===== config.mk =====
export PLATFORM = sky130hd
export DESIGN_NAME = multicycle_ctrl_flat
export DESIGN_NICKNAME = d
export VERILOG_FILES = /design/src/rtl/multicycle_ctrl_if.sv /design/src/rtl/multicycle_ctrl.sv /design/src/flat_wrapper.sv
export SDC_FILE = /design/constraint.sdc
export NUM_CORES = 1
export LEC_CHECK = 0
export ABC_AREA = 1
export CAP_MARGIN = 20
export CORE_MARGIN = 3
export CORE_UTILIZATION = 50
export CTS_CLUSTER_SIZE = 28
export DETAILED_ROUTE_END_ITERATION = 8
export MAX_ROUTING_LAYER = met4
export PLACE_DENSITY = 0.87
export REMOVE_ABC_BUFFERS = 1
export SLEW_MARGIN = 20
export SYNTH_ARGS = -nofsm -noshare
export SYNTH_HDL_FRONTEND = slang
export SYNTH_SLANG_ARGS = --single-unit

===== constraint.sdc =====
create_clock -name clk -period 4 [get_ports clk]
set_input_delay 0.4 -clock clk [delete_from_list [all_inputs] [get_ports clk]]
set_output_delay 0.4 -clock clk [all_outputs]
set_load 0.03 [all_outputs]

===== src/rtl/multicycle_ctrl_if.sv =====
// Control bundle between the multicycle controller (master) and its datapath (slave).
// Signal names follow the datapath's existing control-word naming.
interface multicycle_ctrl_if;
    logic [5:0] opcode;
    logic       zero;
    logic       imem_ready;
    logic       dmem_ready;
    logic       IRWr;
    logic       PCWr;
    logic       PCWrCond;
    logic [1:0] NPCOp;
    logic       RegWr;
    logic       RegDst;
    logic       MemToReg;
    logic [1:0] ALUSrcB;
    logic       ExtOp;
    logic [1:0] ALUOp;
    logic       DMRd;
    logic       DMWr;
    logic       illegal;
    logic       timeout;
    logic [3:0] state;

    modport master (
        input  opcode, zero, imem_ready, dmem_ready,
        output IRWr, PCWr, PCWrCond, NPCOp, RegWr, RegDst, MemToReg,
               ALUSrcB, ExtOp, ALUOp, DMRd, DMWr, illegal, timeout, state
    );

    modport slave (
        output opcode, zero, imem_ready, dmem_ready,
        input  IRWr, PCWr, PCWrCond, NPCOp, RegWr, RegDst, MemToReg,
               ALUSrcB, ExtOp, ALUOp, DMRd, DMWr, illegal, timeout, state
    );
endinterface


===== src/rtl/multicycle_ctrl.sv =====
// Moore controller for the multicycle datapath: IF -> ID -> EXE/MEM -> WB,
// with memory-ready handshakes and an optional wait timeout.
module multicycle_ctrl #(
    parameter int unsigned MEM_TIMEOUT = 0,
    parameter int unsigned CNT_W       = 8
) (
    input  logic              clk,
    input  logic              rst,
    multicycle_ctrl_if.master bus
);

    localparam logic [5:0] OP_R    = 6'b000000;
    localparam logic [5:0] OP_ORI  = 6'b001101;
    localparam logic [5:0] OP_ADDI = 6'b001000;
    localparam logic [5:0] OP_LW   = 6'b100011;
    localparam logic [5:0] OP_SW   = 6'b101011;
    localparam logic [5:0] OP_BEQ  = 6'b000100;
    localparam logic [5:0] OP_J    = 6'b000010;

    localparam bit             TMO_EN  = (MEM_TIMEOUT != 0);
    localparam logic [CNT_W-1:0] TMO_CNT = CNT_W'(MEM_TIMEOUT);

    typedef enum logic [3:0] {
        S_IF    = 4'd0,
        S_ID    = 4'd1,
        S_EXE   = 4'd2,
        S_WBALU = 4'd3,
        S_MADDR = 4'd4,
        S_MRD   = 4'd5,
        S_MWR   = 4'd6,
        S_WBMEM = 4'd7,
        S_BR    = 4'd8,
        S_JMP   = 4'd9
    } state_e;

    typedef struct packed {
        logic       pc_wr;
        logic       pc_wr_cond;
        logic [1:0] npc_op;
        logic       reg_wr;
        logic       reg_dst;
        logic       mem_to_reg;
        logic [1:0] alu_src_b;
        logic       ext_op;
        logic [1:0] alu_op;
        logic       dm_rd;
        logic       dm_wr;
    } ctrl_t;

    state_e             state_q, state_n;
    logic [5:0]         op_q, op_n;
    logic [CNT_W-1:0]   cnt_q, cnt_n;
    ctrl_t              ctrl_q, ctrl_o;
    logic               waiting, ready, expire, legal;

    // Control word that a state drives for its whole stay; input-qualified terms are added at the outputs.
    function automatic ctrl_t decode(state_e s, logic [5:0] op);
        ctrl_t c;
        c = '0;
        case (s)
            S_ID: begin
                c.alu_src_b = 2'b10;
                c.ext_op    = 1'b1;
            end
            S_EXE: begin
                case (op)
                    OP_R: begin
                        c.alu_src_b = 2'b00;
                        c.alu_op    = 2'b10;
                    end
                    OP_ORI: begin
                        c.alu_src_b = 2'b10;
                        c.ext_op    = 1'b0;
                        c.alu_op    = 2'b11;
                    end
                    default: begin
                        c.alu_src_b = 2'b10;
                        c.ext_op    = 1'b1;
                        c.alu_op    = 2'b00;
                    end
                endcase
            end
            S_WBALU: begin
                c.reg_wr  = 1'b1;
                c.reg_dst = (op == OP_R);
            end
            S_MADDR: begin
                c.alu_src_b = 2'b10;
                c.ext_op    = 1'b1;
                c.alu_op    = 2'b00;
            end
            S_MRD:   c.dm_rd = 1'b1;
            S_MWR:   c.dm_wr = 1'b1;
            S_WBMEM: begin
                c.reg_wr     = 1'b1;
                c.mem_to_reg = 1'b1;
            end
            S_BR: begin
                c.alu_op     = 2'b01;
                c.pc_wr_cond = 1'b1;
                c.npc_op     = 2'b01;
            end
            S_JMP: begin
                c.pc_wr  = 1'b1;
                c.npc_op = 2'b10;
            end
            default: c = '0;
        endcase
        return c;
    endfunction

    // NOTE: every signal gets a default before the case so no path leaves it unassigned, which would infer a latch.
    always_comb begin
        state_n = state_q;
        op_n    = op_q;
        legal   = bus.opcode inside {OP_R, OP_ORI, OP_ADDI, OP_LW, OP_SW, OP_BEQ, OP_J};
        waiting = (state_q == S_IF) || (state_q == S_MRD) || (state_q == S_MWR);
        ready   = (state_q == S_IF) ? bus.imem_ready : bus.dmem_ready;
        expire  = TMO_EN && waiting && !ready && (cnt_q == TMO_CNT);

        case (state_q)
            S_IF: if (ready) state_n = S_ID;
            S_ID: begin
                op_n = bus.opcode;
                case (bus.opcode)
                    OP_R, OP_ORI, OP_ADDI: state_n = S_EXE;
                    OP_LW, OP_SW:          state_n = S_MADDR;
                    OP_BEQ:                state_n = S_BR;
                    OP_J:                  state_n = S_JMP;
                    default:               state_n = S_IF;
                endcase
            end
            S_EXE:   state_n = S_WBALU;
            S_MADDR: state_n = (op_q == OP_LW) ? S_MRD : S_MWR;
            S_MRD: begin
                if (ready)       state_n = S_WBMEM;
                else if (expire) state_n = S_IF;
            end
            S_MWR:   if (ready || expire) state_n = S_IF;
            default: state_n = S_IF;
        endcase

        // A timed-out fetch re-enters S_IF, so it must restart the count as a fresh entry does.
        if ((state_n != state_q) || expire)
            cnt_n = '0;
        else if (waiting && !ready && (cnt_q != '1))
            cnt_n = cnt_q + 1'b1;
        else
            cnt_n = cnt_q;
    end

    // NOTE: sequential state uses non-blocking assignments so every register samples pre-edge values.
    always_ff @(posedge clk) begin
        if (rst) begin
            state_q <= S_IF;
            op_q    <= '0;
            cnt_q   <= '0;
            ctrl_q  <= '0;
        end else begin
            state_q <= state_n;
            op_q    <= op_n;
            cnt_q   <= cnt_n;
            ctrl_q  <= decode(state_n, op_n);
        end
    end

    // Reset forces every output low even in the cycle the state register is still being cleared.
    always_comb begin
        ctrl_o       = rst ? '0 : ctrl_q;
        bus.IRWr     = !rst && (state_q == S_IF) && bus.imem_ready;
        bus.PCWr     = ctrl_o.pc_wr || bus.IRWr;
        bus.PCWrCond = ctrl_o.pc_wr_cond;
        bus.NPCOp    = ctrl_o.npc_op;
        bus.RegWr    = ctrl_o.reg_wr;
        bus.RegDst   = ctrl_o.reg_dst;
        bus.MemToReg = ctrl_o.mem_to_reg;
        bus.ALUSrcB  = ctrl_o.alu_src_b;
        bus.ExtOp    = ctrl_o.ext_op;
        bus.ALUOp    = ctrl_o.alu_op;
        bus.DMRd     = ctrl_o.dm_rd && !expire;
        bus.DMWr     = ctrl_o.dm_wr && !expire;
        bus.illegal  = !rst && (state_q == S_ID) && !legal;
        bus.timeout  = !rst && expire;
        bus.state    = rst ? 4'd0 : state_q;
    end

endmodule


===== src/flat_wrapper.sv =====
// flat-port wrapper written by rule: the top's interface ports become plain ports
module multicycle_ctrl_flat 
#(
    parameter int unsigned MEM_TIMEOUT = 0,
    parameter int unsigned CNT_W       = 8
)
  (clk, rst, bus_opcode, bus_zero, bus_imem_ready, bus_dmem_ready, bus_IRWr, bus_PCWr, bus_PCWrCond, bus_NPCOp, bus_RegWr, bus_RegDst, bus_MemToReg, bus_ALUSrcB, bus_ExtOp, bus_ALUOp, bus_DMRd, bus_DMWr, bus_illegal, bus_timeout, bus_state);
  multicycle_ctrl_if bus_i ();
  input  logic clk;
  input  logic rst;
  input wire logic [$bits(bus_i.opcode)-1:0] bus_opcode;
  input wire logic [$bits(bus_i.zero)-1:0] bus_zero;
  input wire logic [$bits(bus_i.imem_ready)-1:0] bus_imem_ready;
  input wire logic [$bits(bus_i.dmem_ready)-1:0] bus_dmem_ready;
  output wire logic [$bits(bus_i.IRWr)-1:0] bus_IRWr;
  output wire logic [$bits(bus_i.PCWr)-1:0] bus_PCWr;
  output wire logic [$bits(bus_i.PCWrCond)-1:0] bus_PCWrCond;
  output wire logic [$bits(bus_i.NPCOp)-1:0] bus_NPCOp;
  output wire logic [$bits(bus_i.RegWr)-1:0] bus_RegWr;
  output wire logic [$bits(bus_i.RegDst)-1:0] bus_RegDst;
  output wire logic [$bits(bus_i.MemToReg)-1:0] bus_MemToReg;
  output wire logic [$bits(bus_i.ALUSrcB)-1:0] bus_ALUSrcB;
  output wire logic [$bits(bus_i.ExtOp)-1:0] bus_ExtOp;
  output wire logic [$bits(bus_i.ALUOp)-1:0] bus_ALUOp;
  output wire logic [$bits(bus_i.DMRd)-1:0] bus_DMRd;
  output wire logic [$bits(bus_i.DMWr)-1:0] bus_DMWr;
  output wire logic [$bits(bus_i.illegal)-1:0] bus_illegal;
  output wire logic [$bits(bus_i.timeout)-1:0] bus_timeout;
  output wire logic [$bits(bus_i.state)-1:0] bus_state;
  assign bus_i.opcode = bus_opcode;
  assign bus_i.zero = bus_zero;
  assign bus_i.imem_ready = bus_imem_ready;
  assign bus_i.dmem_ready = bus_dmem_ready;
  assign bus_IRWr = bus_i.IRWr;
  assign bus_PCWr = bus_i.PCWr;
  assign bus_PCWrCond = bus_i.PCWrCond;
  assign bus_NPCOp = bus_i.NPCOp;
  assign bus_RegWr = bus_i.RegWr;
  assign bus_RegDst = bus_i.RegDst;
  assign bus_MemToReg = bus_i.MemToReg;
  assign bus_ALUSrcB = bus_i.ALUSrcB;
  assign bus_ExtOp = bus_i.ExtOp;
  assign bus_ALUOp = bus_i.ALUOp;
  assign bus_DMRd = bus_i.DMRd;
  assign bus_DMWr = bus_i.DMWr;
  assign bus_illegal = bus_i.illegal;
  assign bus_timeout = bus_i.timeout;
  assign bus_state = bus_i.state;
  multicycle_ctrl #(.MEM_TIMEOUT(MEM_TIMEOUT), .CNT_W(CNT_W)) u_core (.clk(clk), .rst(rst), .bus(bus_i));
endmodule

# Word-level counts from Yosys, hierarchy flattened

Index checks and enable logic that the tools add are counted.

Bits in registers: 24
Bits of input ports: 11

Eq/ne operators: 22
Mux-type cells: 22
Bitwise gates (word level): 1
Reduce and logical (&&, ||, !) cells: 17

Operators by type and width:

| kind                 | count |
|---|---|
| $eq A4 B3 Y1 const B | 7 |
| $pmux W4 S6          | 1 |
| $eq A6 B4 Y1 const B | 3 |
| $eq A6 B6 Y1 const B | 3 |
| $mux W4              | 4 |
| $pmux W4 S4          | 1 |
| $mux W14             | 1 |
| $eq A4 B2 Y1 const B | 3 |
| $logic_not A6 Y1     | 2 |
| $pmux W2 S2          | 3 |
| $reduce_or A2 Y1     | 5 |
| $eq A4 B1 Y1 const B | 2 |
| $eq A4 B4 Y1 const B | 2 |
| $mux W1              | 8 |
| $reduce_bool A7 Y1   | 1 |
| $eq A6 B2 Y1 const B | 1 |
| $eq A6 B3 Y1 const B | 1 |
| $mux W6              | 1 |
| $pmux W3 S2          | 1 |
| $logic_and A1 B1 Y1  | 4 |
| $logic_not A4 Y1     | 1 |
| $mux W2              | 2 |
| $reduce_or A3 Y1     | 1 |
| $logic_not A1 Y1     | 2 |
| 2 further kinds      | 2 |

# Logic depth before layout (Yosys ltp)

Gate-level depths: netlist (run 1).

Depth in word-level cells: 7
Depth in mapped cells: 12

# Worst setup path before layout (run 1)

No wires, ideal clock.

Path kind: flip-flop to output port
Start point: register u_core.state_q[0]
End point: output bus_illegal
Data arrival time: 1.787 ns
Slack: 1.813 ns
Stages on the path, launching flop included: 6
Buffers on the path: 1
Cell sequence: dfxtp_1 inv_2 nor2_8 nand2_4 buf_6 nor4_1

Cells in the longest elaborated chain, start to end: 3

Ends and longest elaborated chain:

| what                              | RTL line               | source |
|---|---|---|
| start: declaration                | multicycle_ctrl.sv:50  | `state_e state_q, state_n;` |
| start signal: assignment          | multicycle_ctrl.sv:160 | `state_q <= state_n;` |
| $eq A4 B1 Y1                      | multicycle_ctrl.sv:182 | `bus.illegal = !rst && (state_q == S_ID) && !legal;` |
| $logic_and A1 B1 Y1 (2 in series) | multicycle_ctrl.sv:182 |  |
| end: declaration                  | flat_wrapper.sv:27     | `output wire logic [$bits(bus_i.illegal)-1:0] bus_illegal;` |

No other way between the ends.

# Worst setup path after layout (run 1)

Start point: register u_core.state_q[2]
End point: output bus_illegal

The elaborated chain is that of the path after synthesis.

==> results.md, run 1 <==
| Parameter | Reported | Unit |
| --- | --- | --- |
| Post-synthesis sequential area ratio | 0.3411 | - |
| Worst clock skew on the final layout | 10.34 | ps |
| Post-cts repair resize count | 0 | - |
| Drt drc | 0 | - |
| Total via count after detailed routing | 1241 | - |
| Area of the multi-input gates | 624.3 | µm² |
| Net count, final | 239 | - |
| DIE HEIGHT | 55.65 | µm |
| Launch point of the worst hold path | u_core.op_q[1]$_SDFF_PP0_ | - |
| Worst-path fanout max | 17 | - |
| Cell Pwr Density | 367.7 | nW/µm² |
| Data required time of the worst path | 3600 | ps |
| Worst-case reg-to-reg path depth | 7 | - |
| Seq cells post-synth | 21 | - |
| R2R Path End | u_core.ctrl_q[3]$_SDFF_PP0_ | - |
| Clock Path Buffers | 2 | - |
| Warnings, synthesis | 0 | - |
| Clock transition time at the flip-flop clock pins of the worst setup and hold paths | 130 | ps |
| Placeable core region | 2276 | µm² |
| Normalized max-slew margin | 0.6454 | - |
| Mapped Area | 1232 | µm² |
| Number of diodes | 0 | - |
| Gate Count Post-Synth | 201 | - |
| Via count of the first global-routing pass | 1068 | - |
| Number of endpoints with negative hold slack in the final report | 0 | - |
| Global-route congestion overflow total | 0 | - |
| Share of final-layout standard cells stronger than drive strength 1 | 0.08370 | - |
| H-Tree Depth | 1 | - |
| CTS tree | done | - |
| # fillers | 222 | - |
| Final-report max-slew violation count | 0 | - |
| Avg Inst Size Synth | 6.132 | µm² |
| DR WL/cell | 9.933 | µm |
| Cell family contributing the most delay on the critical path | simple AND/OR/NAND/NOR gates | - |
| Initial core utilization | 0.5415 | - |
| Crit Path Category | register to primary output | - |
| Aggregate global-route resource usage | 0.1789 | - |
| Result of the run | complete, no violations | - |
| VDD IR-drop max | 0.2393 | mV |
| Top post-synthesis cells by area | sky130_fd_sc_hd__dfxtp_1 (34%), sky130_fd_sc_hd__nor2_1 (14%), sky130_fd_sc_hd__nand2_1 (13%) | - |
| Startpoint of the worst-slack reg-to-reg timing path | u_core.state_q[2]$_SDFF_PP0_ | - |
| Largest net degree at the start of global routing | 22 | - |
| Nature of the critical path endpoint | primary output | - |
| Minimum clock period after layout | 2752 | ps |
| Unrepaired setup endpoints after global routing | no | - |
| Most common cell after layout, fill and taps aside | sky130_fd_sc_hd__nor2_1 | - |
| Number of vias per cell after detailed routing | 4.867 | - |
| Most frequent cells in the layout | sky130_fd_sc_hd__nor2_1 (47), sky130_fd_sc_hd__nand2_1 (44), sky130_fd_sc_hd__inv_1 (34), sky130_fd_sc_hd__clkdlybuf4s50_1 (28), sky130_fd_sc_hd__dfxtp_1 (21) | - |
| Postcts setup bufs | 0 | - |
| Largest stage delay on the critical path | 720 | ps |
| Critical path's slowest cell | sky130_fd_sc_hd__clkdlybuf4s50_1 | - |
| Hold/Removal Path Class | register to register | - |
| Final ANT Viol Nets | 0 | - |
| Post-synth top area cell | sky130_fd_sc_hd__dfxtp_1 | - |
| Clock sink count | 21 | - |
| Die W | 55.65 | µm |
| Number of I/O port buffers | 28 | - |
| Data arrival time at the worst-slack endpoint | 2350 | ps |
| Register-to-register setup slack | 2210 | ps |
| Hold bufs inserted after CTS | 0 | - |
| Post-layout total power | 0.5641 | mW |
| Critical path destination | bus_illegal | - |
| Buffer and inverter count on the worst path | 1 | - |
| Clk_lat worst skew | 310 | ps |
| Critical Path Start | u_core.state_q[2]$_SDFF_PP0_ | - |
| Unique masters post-synth | 23 | - |
| Die Footprint | 3096 | µm² |
| Stages on the worst setup path | 4 | - |
| Top achievable clock speed | 363.4 | MHz |
| I/O pins | 32 | - |
| Critical path cell sequence | nor2_2 > nand2_4 > nor4_1 > clkdlybuf4s50_1 | - |
| Cell at the root of the clock tree | sky130_fd_sc_hd__clkbuf_4 | - |
| Detailed-placement wirelength estimate | 1941 | µm |
| Leakage power figure | 0.7148 | nW |
| Utilization after layout | 0.6740 | - |
| Total Wirelength | 2533 | µm |
| Number of maximum-capacitance constraint violations | 0 | - |
| Area growth from synthesis to layout | 24.47 | % |
| Number of optimization iterations in the first detailed-route pass | 4 | - |
| Area taken by flip-flops and latches | 420.4 | µm² |
| Share of Yosys cell area claimed by the top area cell type | 0.3411 | - |
| Placement Rows | 17 | - |
| Antenna violations before repair | 0 | - |
| Sum Neg Setup Slack | 0 | ps |
| Startpoint class of the critical path | register | - |
| Starting DRC count in detailed routing | 39 | - |
| Share of the clock period used by the worst path | 0.6879 | - |
| First-pass GRT wire length | 4443 | µm |
| Tightest Pin Transition | 531.3 | ps |
| Finish-stage setup viols | 0 | - |
| Number of buffers added by the clock tree synthesis step | 3 | - |
| Final estimated routing congestion in global placement | 0.9561 | - |
==> power by group <==
| group | switching, mW | total [mW] | internal [mW] |
|---|---|---|---|
| combinational | 0.141 | 0.216 | 0.0750 |
| clock | 0.0671 | 0.104 | 0.0373 |
| sequential | 0.0153 | 0.243 | 0.228 |
| total | 0.224 | 0.564 | 0.340 |
==> through the flow <==
| step | setup WS [ps] | area (µm²) | hold WS, ps | cells |
|---|---|---|---|---|
| after global routing | 1105 | 1534 | 521.8 | 255 |
| after detailed placement | 1384 | 1506 | 485.2 | 251 |
| final | 1248 | 1534 | 505.6 | 255 |
| after CTS | 1244 | 1534 | 502.9 | 255 |
| after global placement | 1364 | 1506 | 474.7 | 251 |
| after floorplan | 1778 | 1184 | 456.3 | 194 |
==> synthesized netlist by cell type <==
| library cell | n |
|---|---|
| sky130_fd_sc_hd__nand2_1 | 44 |
| sky130_fd_sc_hd__nand3_1 | 16 |
| sky130_fd_sc_hd__nand3b_1 | 1 |
| sky130_fd_sc_hd__o21ai_1 | 4 |
| sky130_fd_sc_hd__o21ai_0 | 1 |
| sky130_fd_sc_hd__inv_1 | 34 |
| sky130_fd_sc_hd__nand4_1 | 4 |
| sky130_fd_sc_hd__nor2_2 | 4 |
| sky130_fd_sc_hd__a21oi_2 | 2 |
| sky130_fd_sc_hd__a21oi_1 | 4 |
| sky130_fd_sc_hd__conb_1 | 1 |
| sky130_fd_sc_hd__inv_2 | 3 |
| sky130_fd_sc_hd__nor2_8 | 1 |
| sky130_fd_sc_hd__nand3_2 | 2 |
| sky130_fd_sc_hd__buf_4 | 4 |
| sky130_fd_sc_hd__buf_6 | 1 |
| sky130_fd_sc_hd__nor3b_2 | 1 |
| sky130_fd_sc_hd__nor4_1 | 1 |
| sky130_fd_sc_hd__nor3_1 | 1 |
| sky130_fd_sc_hd__nand2_4 | 1 |
| sky130_fd_sc_hd__clkbuf_1 | 3 |
| sky130_fd_sc_hd__dfxtp_1 | 21 |
| sky130_fd_sc_hd__nor2_1 | 47 |
==> routing by layer <==
metal	track usage	routed length, µm	vias up
li1	-	-	653
met1	0.2356	1191	532
met2	0.2686	1108	48
met3	0.02784	171	8
met4	0.08333	62	0
met5	-	0	-
==> how the worst min path moves through the flow <==
stage	endpoint	slack [ps]	depth (start not counted)
5_1_grt	u_core.op_q[1]$_SDFF_PP0_	520	2
6_report	u_core.op_q[1]$_SDFF_PP0_	510	2
3_5_place_dp	u_core.op_q[1]$_SDFF_PP0_	490	2
3_3_place_gp	u_core.op_q[1]$_SDFF_PP0_	470	2
2_1_floorplan	u_core.op_q[1]$_SDFF_PP0_	460	2
4_1_cts	u_core.op_q[1]$_SDFF_PP0_	500	2
==> area by class of cell <==
type	instances	share of cell area
well taps	28	0.02284
repair buffers	29	0.1876
clock inverters	1	0.003263
inverters	37	0.09054
flip-flops and latches	21	0.2741
multi-input cells	136	0.4070
clock buffers	3	0.01468
==> cell families after synthesis <==
logic type             count (synthesis)  synth area share
flip-flops                            21            0.3411
AND/OR/NAND/NOR                      123            0.4497
other                                  1          0.003043
buffers and inverters                 45            0.1553
AO/OA/AOI/OAI                         11           0.05076
==> flip-flops by register name, summed over array words and instances (netlist names) <==
signal,flops
u_core.state_q,4
u_core.ctrl_q,11
u_core.op_q,6
==> worst min-delay path: stages, from the launching register on <==
cell and delay (ps):
sky130_fd_sc_hd__dfxtp_1 340, sky130_fd_sc_hd__nand2_1 80, sky130_fd_sc_hd__a21oi_1 60
(Power assumes the default switching activity.)
==> run 2, diff against run 1 <==
--- a/config.mk
+++ b/config.mk
@@ -8,11 +8,11 @@
 export ABC_AREA = 1
 export CAP_MARGIN = 20
 export CORE_MARGIN = 3
-export CORE_UTILIZATION = 50
+export CORE_UTILIZATION = 48
 export CTS_CLUSTER_SIZE = 28
 export DETAILED_ROUTE_END_ITERATION = 8
 export MAX_ROUTING_LAYER = met4
-export PLACE_DENSITY = 0.87
+export PLACE_DENSITY = 0.84
 export REMOVE_ABC_BUFFERS = 1
 export SLEW_MARGIN = 20
 export SYNTH_ARGS = -nofsm -noshare
==> constraint.sdc (replaced) <==
create_clock -name clk -period 2.62 [get_ports clk]
set_input_delay 0.262 -clock clk [delete_from_list [all_inputs] [get_ports clk]]
set_output_delay 0.262 -clock clk [all_outputs]
set_load 0.03 [all_outputs]
==> results.md, run 2 (synthesis gave the netlist of run 1 again) <==
| Parameter | Reported | Unit | vs previous |
| --- | --- | --- | --- |
| Net switching power | 0.3357 | mW | +50% |
| Register-to-register setup slack | 1010 | ps | -1200 ps |
| Largest net degree at the start of global routing | 21 | - | -4.5% |
| Number of diodes | 0 | - | unchanged |
| Utilization after layout | 0.6703 | - | -0.003733 |
| Initial core utilization | 0.5316 | - | -0.009936 |
| Number of vias per cell after detailed routing | 4.640 | - | -4.7% |
| Sum Neg Setup Slack | 0 | ps | unchanged |
| Clk_lat worst skew | 300 | ps | about the same |
| Most frequent cells in the layout | sky130_fd_sc_hd__nor2_1 (47), sky130_fd_sc_hd__nand2_1 (44), sky130_fd_sc_hd__inv_1 (34), sky130_fd_sc_hd__clkdlybuf4s50_1 (27), sky130_fd_sc_hd__dfxtp_1 (21) | - |  |
| Placeable core region | 2318 | µm² | +1.9% |
| Die Footprint | 3211 | µm² | +3.7% |
| Unrepaired setup endpoints after global routing | no | - |  |
| Clock transition time at the flip-flop clock pins of the worst setup and hold paths | 120 | ps | about the same |
| Share of the clock period used by the worst path | 0.8697 | - |  |
| Die W | 56.67 | µm | +1.8% |
| Area taken by flip-flops and latches | 420.4 | µm² | unchanged |
| Minimum clock period after layout | 2279 | ps |  |
| Antenna violations before repair | 0 | - | unchanged |
| H-Tree Depth | 1 | - | unchanged |
| Detailed-placement wirelength estimate | 2001 | µm | +3.1% |
| Total via count after detailed routing | 1197 | - | -3.5% |
| Result of the run | complete, no violations | - |  |
| Normalized max-slew margin | 0.5550 | - | -0.09041 |
| Finish-stage setup viols | 0 | - | unchanged |
| Share of final-layout standard cells stronger than drive strength 1 | 0.1000 | - | +0.01630 |
| Aggregate global-route resource usage | 0.1790 | - | about the same |
| DR WL/cell | 9.802 | µm | -1.3% |
| Combinational Power Share | 0.386 | - | +0.002 |
| Leakage power figure | 0.7305 | nW | +2.2% |
| Via count of the first global-routing pass | 1113 | - | +4.2% |
| Relative contribution of the clock network to total power | 0.180 | - | -0.005 |
| # fillers | 213 | - | -4.1% |
| Data arrival time at the worst-slack endpoint | 2020 | ps | -330 ps |
| Critical path's slowest cell | sky130_fd_sc_hd__clkdlybuf4s50_1 | - |  |
| Most flop-heavy register | u_core.ctrl_q | - |  |
| Number of optimization iterations in the first detailed-route pass | 4 | - | unchanged |
| Number of endpoints with negative hold slack in the final report | 0 | - | unchanged |
| Startpoint class of the critical path | primary input | - |  |
| Nature of the critical path endpoint | primary output | - |  |
| Data required time of the worst path | 2360 | ps | -1240 ps |
| VDD IR-drop max | 0.4333 | mV | +81% |
| Worst-path fanout max | 20 | - | +3 |
| Most frequent CP cell | sky130_fd_sc_hd__clkdlybuf4s50_1 | - |  |
| Buffer and inverter count on the worst path | 2 | - | +1 |
| Clock Path Buffers | 2 | - | unchanged |
| Final estimated routing congestion in global placement | 0.9589 | - | +0.29% |
| Clock sink count | 21 | - | unchanged |
| Largest register FFs | 11 | - | unchanged |
| Final hold slack | 498.7 | ps | -6.931 ps |
| Cell Pwr Density | 551.1 | nW/µm² | +50% |
| Number of I/O port buffers | 28 | - | unchanged |
| Cell at the root of the clock tree | sky130_fd_sc_hd__clkbuf_4 | - |  |
| I/O pins | 32 | - | unchanged |
| Worst clock skew on the final layout | 2.259 | ps | -8.080 ps |
| Drt drc | 0 | - | unchanged |
| Cell family contributing the most delay on the critical path | buffers and inverters | - |  |
| Largest stage delay on the critical path | 750 | ps | +30 ps |
| Hold/Removal Path Class | register to register | - |  |
| First-pass GRT wire length | 4505 | µm | +1.4% |
| Number of maximum-capacitance constraint violations | 0 | - | unchanged |
| Area of the multi-input gates | 624.3 | µm² | unchanged |
| Crit Path Category | primary input to primary output | - |  |
| Global-route congestion overflow total | 0 | - | unchanged |
| Net count, final | 242 | - | +1.3% |
| Area growth from synthesis to layout | 26.09 | % |  |
| Hold bufs inserted after CTS | 0 | - | unchanged |
| Postcts setup bufs | 0 | - | unchanged |
| Post-cts repair resize count | 0 | - | unchanged |
| Part of the power in registers | 0.434 | - | +0.003 |
| Top achievable clock speed | 438.9 | MHz |  |
| Final-report max-slew violation count | 0 | - | unchanged |
| Cell internal pwr | 0.5208 | mW | +53% |
| Final ANT Viol Nets | 0 | - | unchanged |
| Number of buffers added by the clock tree synthesis step | 3 | - | unchanged |
| Largest registers ranked by flip-flop count | u_core.ctrl_q x11, u_core.op_q x6, u_core.state_q x4 | - |  |
| Total Wirelength | 2529 | µm | -0.16% |
| CTS tree | done | - |  |
| DIE HEIGHT | 56.67 | µm | +1.8% |
| Critical path cell sequence | clkdlybuf4s50_1 > nor2_1 > clkdlybuf4s50_1 | - |  |
| Sw frac | 0.3919 | - | -0.004949 |
| Starting DRC count in detailed routing | 30 | - | -23% |
| Most common cell after layout, fill and taps aside | sky130_fd_sc_hd__nor2_1 | - |  |
| Placement Rows | 17 | - | unchanged |
| Tightest Pin Transition | 665.4 | ps | +134.1 ps |
[run 2: cell types whose count changed in the layout (fill, tap and decap cells not counted)]
cell                              before  now
sky130_fd_sc_hd__buf_4                 1    5
sky130_fd_sc_hd__clkdlybuf4s50_1      28   27
[run 2: per-layer routing]
layer / up-vias / routed length, µm / track usage
met5: - / 0 / -
li1: 661 / - / -
met3: 8 / 125 / 0.02069
met2: 38 / 1085 / 0.2690
met4: 0 / 57 / 0.07797
met1: 490 / 1262 / 0.2412
[run 2: worst paths after layout]
check / from / end / depth (start not counted)
setup / recovery: rst / bus_NPCOp[0] / 3
setup reg to reg: u_core.state_q[1]$_SDFF_PP0_ / u_core.ctrl_q[3]$_SDFF_PP0_ / 7
hold reg to reg: u_core.op_q[1]$_SDFF_PP0_ / u_core.op_q[1]$_SDFF_PP0_ / 2
hold / removal: u_core.op_q[1]$_SDFF_PP0_ / u_core.op_q[1]$_SDFF_PP0_ / 2
[run 2: area by class of cell]
cell class                 count  share of cell area
tap                           28             0.02254
inverter                      37             0.08937
clock inverter                 1            0.003221
timing repair buffer          32              0.1981
sequential                    21              0.2705
clock buffer                   3             0.01449
multi-input combinational    136              0.4018
[run 2: power groups by stage]
stage                     logic (mW)  registers (mW)  clock network (mW)
final                          0.330           0.372               0.154
after global routing           0.374           0.375               0.168
after CTS                      0.330           0.371               0.157
after detailed placement       0.328           0.379                   0
after global placement         0.323           0.378                   0
after floorplan                0.239           0.374                   0
[run 2: worst reg2reg max path: cells and delay by family (launching register included)]
kind             cells  cell delay [ps]
flip-flops           1              430
AND/OR/NAND/NOR      6              920
AO/OA/AOI/OAI        1              210
[run 2: through the flow]
stage                     area (µm²)  setup slack, ps  cells  power [mW]
after floorplan                 1184            536.4    194      0.6129
after global placement          1526            384.7    254      0.7016
after detailed placement        1526            324.1    254      0.7068
after CTS                       1554            322.4    258      0.8580
after global routing            1554            196.4    258      0.9170
final                           1554            341.5    258      0.8565
